## src/rtl/zero_run_pkg.sv

```systemverilog
// Shared state encoding, default sizing and index-width helper for the zero-run controller.
package zero_run_pkg;

  typedef enum logic [2:0] {
    S_IDLE  = 3'd0,
    S_LOAD  = 3'd1,
    S_RUN   = 3'd2,
    S_DRAIN = 3'd3,
    S_DONE  = 3'd4
  } state_t;

  localparam int DEF_WIDTH     = 12;
  localparam int DEF_NIN       = 3;
  localparam int DEF_NOUT      = 9;
  localparam int DEF_MAX_STEPS = 32;

  // Width of an index over n entries; never collapses to zero bits.
  function automatic int idx_w(input int n);
    return (n > 1) ? $clog2(n) : 1;
  endfunction

endpackage

```

## src/rtl/zero_run_ctrl_if.sv

```systemverilog
// Host streams, core channel ports and run status of the zero-run controller.
interface zero_run_ctrl_if
  import zero_run_pkg::*;
#(
  parameter int WIDTH = DEF_WIDTH,
  parameter int NIN   = DEF_NIN,
  parameter int NOUT  = DEF_NOUT
);
  localparam int IAW = idx_w(NIN);
  localparam int CW  = idx_w(NIN + 1);
  localparam int OAW = idx_w(NOUT);

  logic             start;
  logic             in_valid;
  logic             in_ready;
  logic             in_last;
  logic [WIDTH-1:0] in_data;
  logic             core_reset;
  logic             core_in_we;
  logic [IAW-1:0]   core_in_addr;
  logic [WIDTH-1:0] core_in_data;
  logic [CW-1:0]    core_in_count;
  logic             core_finished;
  logic             core_success;
  logic [OAW-1:0]   core_out_addr;
  logic [WIDTH-1:0] core_out_data;
  logic             out_valid;
  logic             out_ready;
  logic             out_last;
  logic [WIDTH-1:0] out_data;
  logic             busy;
  logic             done;
  logic             pass;
  logic             timeout;

  modport slave (
    input  start, in_valid, in_last, in_data, core_finished, core_success,
           core_out_data, out_ready,
    output in_ready, core_reset, core_in_we, core_in_addr, core_in_data,
           core_in_count, core_out_addr, out_valid, out_last, out_data,
           busy, done, pass, timeout
  );

  modport master (
    output start, in_valid, in_last, in_data, core_finished, core_success,
           core_out_data, out_ready,
    input  in_ready, core_reset, core_in_we, core_in_addr, core_in_data,
           core_in_count, core_out_addr, out_valid, out_last, out_data,
           busy, done, pass, timeout
  );

endinterface

```

## src/rtl/zero_drain_buf.sv

```systemverilog
// Purpose: single-entry output holding register for the drain stream.
// Latency: word visible the cycle after load.
// Backpressure: word and last held stable until ready; load only when empty.
module zero_drain_buf
  import zero_run_pkg::*;
#(
  parameter int WIDTH = DEF_WIDTH
) (
  input  logic             clock,
  input  logic             reset,
  input  logic             load,
  input  logic [WIDTH-1:0] load_data,
  input  logic             load_last,
  input  logic             ready,
  output logic             valid,
  output logic [WIDTH-1:0] data,
  output logic             last,
  output logic             fire
);

  assign fire = valid && ready;

  always_ff @(posedge clock) begin
    if (reset) begin
      valid <= 1'b0;
      data  <= '0;
      last  <= 1'b0;
    end else if (load) begin
      valid <= 1'b1;
      data  <= load_data;
      last  <= load_last;
    end else if (fire) begin
      valid <= 1'b0;
      last  <= 1'b0;
    end
  end

endmodule

```

## src/rtl/zero_run_ctrl.sv

```systemverilog
// Purpose: load host words into a program core, run it with a step budget, drain its outputs.
// Latency: input words written same cycle; each output word 2 cycles after its address.
// Backpressure: in_ready only while loading; drain stalls on out_ready, at most one word per 3 cycles.
module zero_run_ctrl
  import zero_run_pkg::*;
#(
  parameter int WIDTH     = DEF_WIDTH,
  parameter int NIN       = DEF_NIN,
  parameter int NOUT      = DEF_NOUT,
  parameter int MAX_STEPS = DEF_MAX_STEPS
) (
  input  logic            clock,
  input  logic            reset,
  zero_run_ctrl_if.slave  bus
);

  localparam int IAW = idx_w(NIN);
  localparam int CW  = idx_w(NIN + 1);
  localparam int OAW = idx_w(NOUT);
  localparam int SW  = idx_w(MAX_STEPS + 1);

  state_t           state, state_nx;
  logic [CW-1:0]    load_cnt;
  logic [SW-1:0]    step_cnt;
  logic [OAW-1:0]   drain_k;
  logic             rd_pend, success_r, done_r, pass_r, timeout_r;
  logic             start_ok, accept, load_end, run_fin, run_tmo, drain_end;
  logic             buf_load, buf_valid, buf_last, buf_fire;
  logic [WIDTH-1:0] buf_data;

  always_ff @(posedge clock) begin
    if (reset) state <= S_IDLE;
    else       state <= state_nx;
  end

  always_comb begin
    state_nx  = state;
    start_ok  = 1'b0;
    accept    = 1'b0;
    load_end  = 1'b0;
    run_fin   = 1'b0;
    run_tmo   = 1'b0;
    drain_end = 1'b0;
    case (state)
      S_IDLE, S_DONE: begin
        if (bus.start) begin
          start_ok = 1'b1;
          state_nx = S_LOAD;
        end
      end
      S_LOAD: begin
        accept   = bus.in_valid && (load_cnt < CW'(NIN));
        load_end = accept && (bus.in_last || (load_cnt == CW'(NIN - 1)));
        if (load_end) state_nx = S_RUN;
      end
      S_RUN: begin
        // A finish on the final budgeted step beats the timeout.
        run_fin = bus.core_finished;
        run_tmo = !bus.core_finished && (step_cnt == SW'(MAX_STEPS - 1));
        if (run_fin)      state_nx = S_DRAIN;
        else if (run_tmo) state_nx = S_DONE;
      end
      S_DRAIN: begin
        drain_end = buf_fire && buf_last;
        if (drain_end) state_nx = S_DONE;
      end
      default: state_nx = S_IDLE;
    endcase
  end

  always_ff @(posedge clock) begin
    if (reset) begin
      load_cnt  <= '0;
      step_cnt  <= '0;
      drain_k   <= '0;
      rd_pend   <= 1'b0;
      success_r <= 1'b0;
      done_r    <= 1'b0;
      pass_r    <= 1'b0;
      timeout_r <= 1'b0;
    end else begin
      if (start_ok) begin
        load_cnt  <= '0;
        step_cnt  <= '0;
        drain_k   <= '0;
        success_r <= 1'b0;
        done_r    <= 1'b0;
        pass_r    <= 1'b0;
        timeout_r <= 1'b0;
      end
      if (accept)           load_cnt <= load_cnt + CW'(1);
      if (state == S_RUN)   step_cnt <= step_cnt + SW'(1);
      if (run_fin)          success_r <= bus.core_success;
      if (run_tmo) begin
        timeout_r <= 1'b1;
        pass_r    <= 1'b0;
      end
      // The address drain_k is presented in the cycle rd_pend rises; its data lands one cycle later.
      rd_pend <= (state == S_DRAIN) && !rd_pend && !buf_valid;
      if (buf_fire && !drain_end) drain_k <= drain_k + OAW'(1);
      if (drain_end) begin
        done_r <= 1'b1;
        pass_r <= success_r;
      end
    end
  end

  assign buf_load = (state == S_DRAIN) && rd_pend;

  zero_drain_buf #(.WIDTH(WIDTH)) u_drain_buf (
    .clock     (clock),
    .reset     (reset),
    .load      (buf_load),
    .load_data (bus.core_out_data),
    .load_last (drain_k == OAW'(NOUT - 1)),
    .ready     (bus.out_ready),
    .valid     (buf_valid),
    .data      (buf_data),
    .last      (buf_last),
    .fire      (buf_fire)
  );

  assign bus.in_ready      = (state == S_LOAD) && (load_cnt < CW'(NIN));
  assign bus.core_in_we    = accept;
  assign bus.core_in_addr  = load_cnt[IAW-1:0];
  assign bus.core_in_data  = accept ? bus.in_data : '0;
  assign bus.core_in_count = load_cnt;
  assign bus.core_out_addr = drain_k;
  assign bus.core_reset    = !((state == S_RUN) || (state == S_DRAIN));
  assign bus.busy          = (state == S_LOAD) || (state == S_RUN) || (state == S_DRAIN);
  assign bus.out_valid     = buf_valid;
  assign bus.out_data      = buf_data;
  assign bus.out_last      = buf_last;
  assign bus.done          = done_r;
  assign bus.pass          = pass_r;
  assign bus.timeout       = timeout_r;

endmodule

```

## src/flat_wrapper.sv

```systemverilog
// flat-port wrapper written by rule: the top's interface ports become plain ports
module zero_run_ctrl_flat import zero_run_pkg::*;
#(
  parameter int WIDTH     = DEF_WIDTH,
  parameter int NIN       = DEF_NIN,
  parameter int NOUT      = DEF_NOUT,
  parameter int MAX_STEPS = DEF_MAX_STEPS
)
  (clock, reset, bus_start, bus_in_valid, bus_in_last, bus_in_data, bus_core_finished, bus_core_success, bus_core_out_data, bus_out_ready, bus_in_ready, bus_core_reset, bus_core_in_we, bus_core_in_addr, bus_core_in_data, bus_core_in_count, bus_core_out_addr, bus_out_valid, bus_out_last, bus_out_data, bus_busy, bus_done, bus_pass, bus_timeout);
  zero_run_ctrl_if #(.WIDTH(WIDTH), .NIN(NIN), .NOUT(NOUT)) bus_i ();
  input  logic clock;
  input  logic reset;
  input wire logic [$bits(bus_i.start)-1:0] bus_start;
  input wire logic [$bits(bus_i.in_valid)-1:0] bus_in_valid;
  input wire logic [$bits(bus_i.in_last)-1:0] bus_in_last;
  input wire logic [$bits(bus_i.in_data)-1:0] bus_in_data;
  input wire logic [$bits(bus_i.core_finished)-1:0] bus_core_finished;
  input wire logic [$bits(bus_i.core_success)-1:0] bus_core_success;
  input wire logic [$bits(bus_i.core_out_data)-1:0] bus_core_out_data;
  input wire logic [$bits(bus_i.out_ready)-1:0] bus_out_ready;
  output wire logic [$bits(bus_i.in_ready)-1:0] bus_in_ready;
  output wire logic [$bits(bus_i.core_reset)-1:0] bus_core_reset;
  output wire logic [$bits(bus_i.core_in_we)-1:0] bus_core_in_we;
  output wire logic [$bits(bus_i.core_in_addr)-1:0] bus_core_in_addr;
  output wire logic [$bits(bus_i.core_in_data)-1:0] bus_core_in_data;
  output wire logic [$bits(bus_i.core_in_count)-1:0] bus_core_in_count;
  output wire logic [$bits(bus_i.core_out_addr)-1:0] bus_core_out_addr;
  output wire logic [$bits(bus_i.out_valid)-1:0] bus_out_valid;
  output wire logic [$bits(bus_i.out_last)-1:0] bus_out_last;
  output wire logic [$bits(bus_i.out_data)-1:0] bus_out_data;
  output wire logic [$bits(bus_i.busy)-1:0] bus_busy;
  output wire logic [$bits(bus_i.done)-1:0] bus_done;
  output wire logic [$bits(bus_i.pass)-1:0] bus_pass;
  output wire logic [$bits(bus_i.timeout)-1:0] bus_timeout;
  assign bus_i.start = bus_start;
  assign bus_i.in_valid = bus_in_valid;
  assign bus_i.in_last = bus_in_last;
  assign bus_i.in_data = bus_in_data;
  assign bus_i.core_finished = bus_core_finished;
  assign bus_i.core_success = bus_core_success;
  assign bus_i.core_out_data = bus_core_out_data;
  assign bus_i.out_ready = bus_out_ready;
  assign bus_in_ready = bus_i.in_ready;
  assign bus_core_reset = bus_i.core_reset;
  assign bus_core_in_we = bus_i.core_in_we;
  assign bus_core_in_addr = bus_i.core_in_addr;
  assign bus_core_in_data = bus_i.core_in_data;
  assign bus_core_in_count = bus_i.core_in_count;
  assign bus_core_out_addr = bus_i.core_out_addr;
  assign bus_out_valid = bus_i.out_valid;
  assign bus_out_last = bus_i.out_last;
  assign bus_out_data = bus_i.out_data;
  assign bus_busy = bus_i.busy;
  assign bus_done = bus_i.done;
  assign bus_pass = bus_i.pass;
  assign bus_timeout = bus_i.timeout;
  zero_run_ctrl #(.WIDTH(WIDTH), .NIN(NIN), .NOUT(NOUT), .MAX_STEPS(MAX_STEPS)) u_core (.clock(clock), .reset(reset), .bus(bus_i));
endmodule
```

## config.mk

```make
export PLATFORM = sky130hd
export DESIGN_NAME = zero_run_ctrl_flat
export DESIGN_NICKNAME = d
export VERILOG_FILES = /design/src/rtl/zero_run_pkg.sv /design/src/rtl/zero_run_ctrl_if.sv /design/src/rtl/zero_drain_buf.sv /design/src/rtl/zero_run_ctrl.sv /design/src/flat_wrapper.sv
export SDC_FILE = /design/constraint.sdc
export NUM_CORES = 1
export LEC_CHECK = 0
export BUFFER_PORTS_ARGS = -buffer_cell sky130_fd_sc_hd__clkbuf_2
export CORE_MARGIN = 3
export CORE_UTILIZATION = 40
export CTS_CLUSTER_DIAMETER = 80
export DETAILED_ROUTE_END_ITERATION = 16
export PLACE_DENSITY_LB_ADDON = 0.15
export RECOVER_POWER = 25
export SYNTH_ARGS = -nofsm -noshare
export SYNTH_HDL_FRONTEND = slang
export SYNTH_SLANG_ARGS = --single-unit
```

## constraint.sdc

```tcl
create_clock -name clock -period 2.5 [get_ports clock]
set_input_delay 0.375 -clock clock [delete_from_list [all_inputs] [get_ports clock]]
set_output_delay 0.375 -clock clock [all_outputs]
set_load 0.02 [all_outputs]
```

==> impl_metrics.tcl, run 1 <==
set metrics [dict create \
    tightest_slew_ps 480 \
    synthesis.yosys.warnings 0 \
    clock_path_buffers 2 \
    synth_seq_cells 34 \
    post-route-min-period_ps 2240 \
    p_leak_nw 0.888 \
    synth_edf_count 0 \
    synth_nets 243 \
    io_pins 73 \
    relSlewSlack_pct 67.9 \
    hold_slack_ps 307 \
    timing.fmax_ghz 0.446 \
    start_util_pct 43.6 \
    hold_viol 0 \
    postPlaceCellArea_um2 2040 \
    fin_setup_tns_ps 0 \
    cellPowerDensity_nw_per_um2 774 \
    rsz0062_at_grt "false" \
    final.period_utilization_pct 89.8 \
    synth_ff_type "dfxtp_1" \
    grt_usage_pct 16.0 \
    final_common_cell "clkbuf_2" \
    finalClockSkew_ps 8.84 \
    coreArea_um2 3830 \
    die_w_um 70.6 \
    preCtsSetupSlack_ps 551 \
    viasPerCell 5.01 \
    syn_area_per_cell_um2 8.10 \
    synthCells 206 \
    row_count 22 \
    grt_pass1_vias 1488 \
    synth_top_area_cell "dfxtp_1" \
    routed_wl_mm 3.94 \
    switchingPower_mw 0.591 \
    clk_pin_slew_ps 70 \
    setup_viol 0 \
    hp-class "input pin to flip-flop" \
    vias 1612 \
    drive_gt1_share_pct 27.0 \
    antenna_found_initial 0 \
    yosys.area.top_type_share_pct 40.8 \
    clockRootBuffer "clkbuf_8" \
    place_inst 314 \
    syn_area_um2 1670 \
    post_cts.repair.setup_buffers 0 \
    fin_nets 310 \
    p_int_mw 1.04 \
    wire_per_inst_um 12.2 \
    drc 0 \
    antennaDiodeCount 0 \
    peakVddDrop_mv 0.626 \
    cts_sinks 34 \
    final_util_pct 55.0 \
    finalPower_mw 1.63 \
    synthArstFlopShare_pct 0 \
    final_cell_mix "clkbuf_2 (55), dfxtp_1 (34), nand2_1 (33)" \
    area_growth_pct 26.2 \
    dieArea_um2 4980 \
    final_area_um2 2100 \
    critical_path_class "flip-flop to output port" \
    grt_max_degree 26 \
    cts_buffers 5 \
    critPathArrivalTime_ps 1870 \
    synth.distinct_cells 45 \
    synth_area_leaders "dfxtp_1 (41%), nand2_1 (7.4%), a21oi_1 (7.2%)" \
    grt_pass1_wl_mm 6.47 \
    status "completed" \
    die_h_um 70.6 \
    stdcell_count 322 \
    post-dp-hpwl_mm 2.91 \
    drt_iter0_markers 49 \
    pwr-share-seq_pct 38.7 \
    cts_tree "done" \
    clk_latency_ps 280 \
    crit_required_ps 2120 \
    drv_cap 0 \
    comb_power_share_pct 35.8 \
    netSwitchingFraction_pct 36.3 \
    grt.overflow.total 0 \
    ant_nets 0 \
    drt_pass1_iterations 4 \
    ys_seq_area_share_pct 40.8 \
    cp-end-kind "output port" \
    clockPowerShare_pct 25.5 \
    cp_max_fo 15 \
    cp-start-kind "flip-flop" \
    htreeDepth 2 \
    numPortBuffers 72 \
    routabilityCongestion 0.798 \
    cts_hold_buffers 0 \
    drv_slew 0 \
    nFillCells 371 \
    post-route-worst-setup-slack_ps 256 \
    cts.repair.resized 0 \
]
==> cell families (layout without fill, tap and decap cells) <==
family	count (synthesis)	after routing	synth area share, %
simple gates	103	103	32.0
mux	6	6	4.05
buf+inv	20	88	5.63
flops	34	34	40.8
fa+ha+maj	5	5	3.75
compound gates	38	38	13.7
==> sequential cells by signal, summed over array words and instances, names as in the netlist, 2 cells and up <==
name / count
u_core.bus.core_out_addr: 4
u_core.state: 3
u_core.u_drain_buf.data: 12
u_core.bus.core_in_addr: 2
u_core.step_cnt: 6
==> worst paths after layout <==
kind	from	to	slack [ps]	cells after the start
setup / recovery	u_core.state[0]	bus_core_in_data[2]	260	4
setup reg to reg	u_core.state[1]	u_core.state[2]	580	4
hold / removal	bus_core_out_data[9]	u_core.u_drain_buf.data[9]	310	3
hold reg to reg	u_core.rd_pend	u_core.rd_pend	450	1
==> power by group through the flow <==
stage | Combinational (mW) | Sequential (mW) | Clock, mW
after floorplan | 0.464 | 0.613 | 0
after global routing | 0.644 | 0.640 | 0.457
after CTS | 0.587 | 0.630 | 0.435
final | 0.583 | 0.631 | 0.415
after detailed placement | 0.584 | 0.642 | 0
after global placement | 0.584 | 0.640 | 0
==> Yosys cell counts (3+ instances only) <==
cell type and count:
a211oi_1 4, a21oi_1 24, and2_1 14, clkbuf_1 8
dfxtp_1 34, ha_1 5, inv_1 5, mux2i_1 3
nand2_1 33, nand2b_1 5, nand3_1 5, nand3b_1 3
nand4_1 3, nor2_1 20, nor2b_1 3, nor3b_1 3
==> critical path, stage by stage, from the launching register on <==
cell      delay (ps)
dfxtp_1          470
nor3b_1          310
and3b_1          460
and2_1           190
clkbuf_2         160
==> cell type report <==
class / count / area (um^2) / share of cell area, %
Inverter: 5 / 18.8 / 0.892
Sequential cell: 34 / 681 / 32.3
Clock buffer: 7 / 86.3 / 4.10
Clock inverter: 1 / 5.00 / 0.238
Tap cell: 48 / 60.1 / 2.85
Multi-Input combinational cell: 152 / 892 / 42.4
Timing Repair Buffer: 75 / 362 / 17.2
==> layer usage <==
| metal | up-vias | global-route usage, % | share of wire [%] |
|---|---|---|---|
| li1 | 827 | - | - |
| met1 | 710 | 20.5 | 46 |
| met2 | 70 | 25.5 | 44 |
| met3 | 5 | 6.11 | 9.4 |
| met4 | 0 | 4.38 | 1.1 |
| met5 | - | 0 | 0 |
No activity file was read; power rests on OpenSTA's default activity.
==> inputs of run 2 (changes only) <==
--- a/config.mk
+++ b/config.mk
@@ -6,8 +6,9 @@
 export NUM_CORES = 1
 export LEC_CHECK = 0
 export BUFFER_PORTS_ARGS = -buffer_cell sky130_fd_sc_hd__clkbuf_2
+export CAP_MARGIN = 15
 export CORE_MARGIN = 3
-export CORE_UTILIZATION = 40
+export CORE_UTILIZATION = 45
 export CTS_CLUSTER_DIAMETER = 80
 export DETAILED_ROUTE_END_ITERATION = 16
 export PLACE_DENSITY_LB_ADDON = 0.15
==> impl_metrics.tcl, run 2 (synthesized netlist as in run 1, its figures left out) <==
set metrics [dict create \
    status "completed" \
    p_leak_nw 0.902 \
    place_inst 311 \
    grt_usage_pct 17.8 \
    numPortBuffers 72 \
    regMostFlops "u_core.u_drain_buf.data" \
    setup_viol 0 \
    critPathArrivalTime_ps 1820 \
    row_count 21 \
    viasPerCell 5.13 \
    drt_iter0_markers 83 \
    grt_max_degree 37 \
    peakVddDrop_mv 0.485 \
    die_w_um 66.9 \
    cp-start-kind "flip-flop" \
    timing.fmax_ghz 0.455 \
    post-route-min-period_ps 2200 \
    clockRootBuffer "clkbuf_8" \
    final_common_cell "clkbuf_2" \
    antenna_found_initial 0 \
    cts_sinks 34 \
    io_pins 73 \
    postPlaceCellArea_um2 2030 \
    cp-end-kind "output port" \
    critical_path_class "flip-flop to output port" \
    hp-class "input pin to flip-flop" \
    final_area_um2 2150 \
    rsz0062_at_grt "false" \
    start_util_pct 48.5 \
    ant_nets 0 \
    htreeDepth 2 \
    clock_path_buffers 2 \
    reg2regPathDepth 4 \
    fin_setup_tns_ps 0 \
    drv_slew 0 \
    cts_buffers 5 \
    post_cts.repair.setup_buffers 0 \
    routed_wl_mm 3.85 \
    wire_per_inst_um 12.1 \
    cts_tree "done" \
    finalClockSkew_ps 4.00 \
    final_util_pct 62.4 \
    seq_area_um2 681 \
    rrSetupSlack_ps 580 \
    drive_gt1_share_pct 27.5 \
    holdPathEnd "u_core.u_drain_buf.data[8]" \
    cp_max_fo 15 \
    fin_nets 309 \
    grt.overflow.total 0 \
    antennaDiodeCount 0 \
    grt_pass1_vias 1424 \
    routabilityCongestion 0.768 \
    clk_pin_slew_ps 70 \
    cellPowerDensity_nw_per_um2 858 \
    stdcell_count 319 \
    hold_viol 0 \
    min_path_cells 3 \
    drt_pass1_iterations 4 \
    largest_reg_flops 12 \
    drv_cap 0 \
    drc 0 \
    tightest_slew_ps 714 \
    finalPower_mw 1.84 \
    nFillCells 346 \
    final_cell_mix "clkbuf_2 (54), dfxtp_1 (34), nand2_1 (33)" \
    relSlewSlack_pct 52.4 \
    post-dp-hpwl_mm 2.78 \
    crit_required_ps 2120 \
    rr_startpoint "u_core.state[1]" \
    die_h_um 66.9 \
    min_from "bus_core_out_data[8]" \
    dieArea_um2 4470 \
    coreArea_um2 3440 \
    clk_latency_ps 280 \
    area_growth_pct 28.7 \
    multi_input_area_um2 895 \
    vias 1636 \
    final.period_utilization_pct 87.8 \
    r2r_end "u_core.state[2]" \
    grt_pass1_wl_mm 6.10 \
]
[run 2: how the worst max path moves through the flow]
stage / startpoint / to / slack [ps] / cells after the start
floorplan: u_core.state[1] / bus_core_in_data[10] / 440 / 6
global placement: u_core.state[0] / bus_core_in_data[7] / 540 / 4
detailed placement: u_core.state[0] / bus_core_in_data[4] / 510 / 4
CTS: u_core.state[0] / bus_core_in_data[0] / 180 / 4
global route: u_core.state[0] / bus_core_in_data[2] / 140 / 4
finish: u_core.state[0] / bus_core_in_data[4] / 300 / 4
[run 2: per-layer routing]
layer,vias up,GRT usage (%),routed length [um]
li1,827,-,-
met4,0,6.84,54
met3,6,5.90,303
met1,747,23.1,1830
met2,56,27.1,1660
met5,-,0,0
[run 2: where the power goes]
group,leakage [nW],switching [mW],total [mW],internal [mW]
clock network,0.0714,0.205,0.631,0.425
registers,0.274,0.0562,0.631,0.575
logic,0.557,0.341,0.581,0.240
[run 2: what timing repair did]
item / in CTS / in global routing
gates resized for setup: 0 / 1
hold buffers: 0 / 0
endpoints found under the setup margin: 0 / 1
[run 2: area by class of cell]
type,count,share of cell area (%)
multi-input cells,152,41.7
flip-flops and latches,34,31.7
clock buffers,6,3.85
repair buffers,74,16.4
clock inverters,2,2.80
inverters,5,0.874
well taps,46,2.68
[run 2: critical path, cell delays in order, from the launching register on]
cell,delay (ps)
dfxtp_1,470
nor3b_1,360
and3b_2,380
and2_1,160
clkbuf_2,160
[run 2: stage by stage]
step / setup slack (ps) / hold slack [ps]
global route: 142 / 297
finish: 304 / 302
detailed placement: 510 / 430
floorplan: 440 / 416
global placement: 544 / 427
CTS: 178 / 296
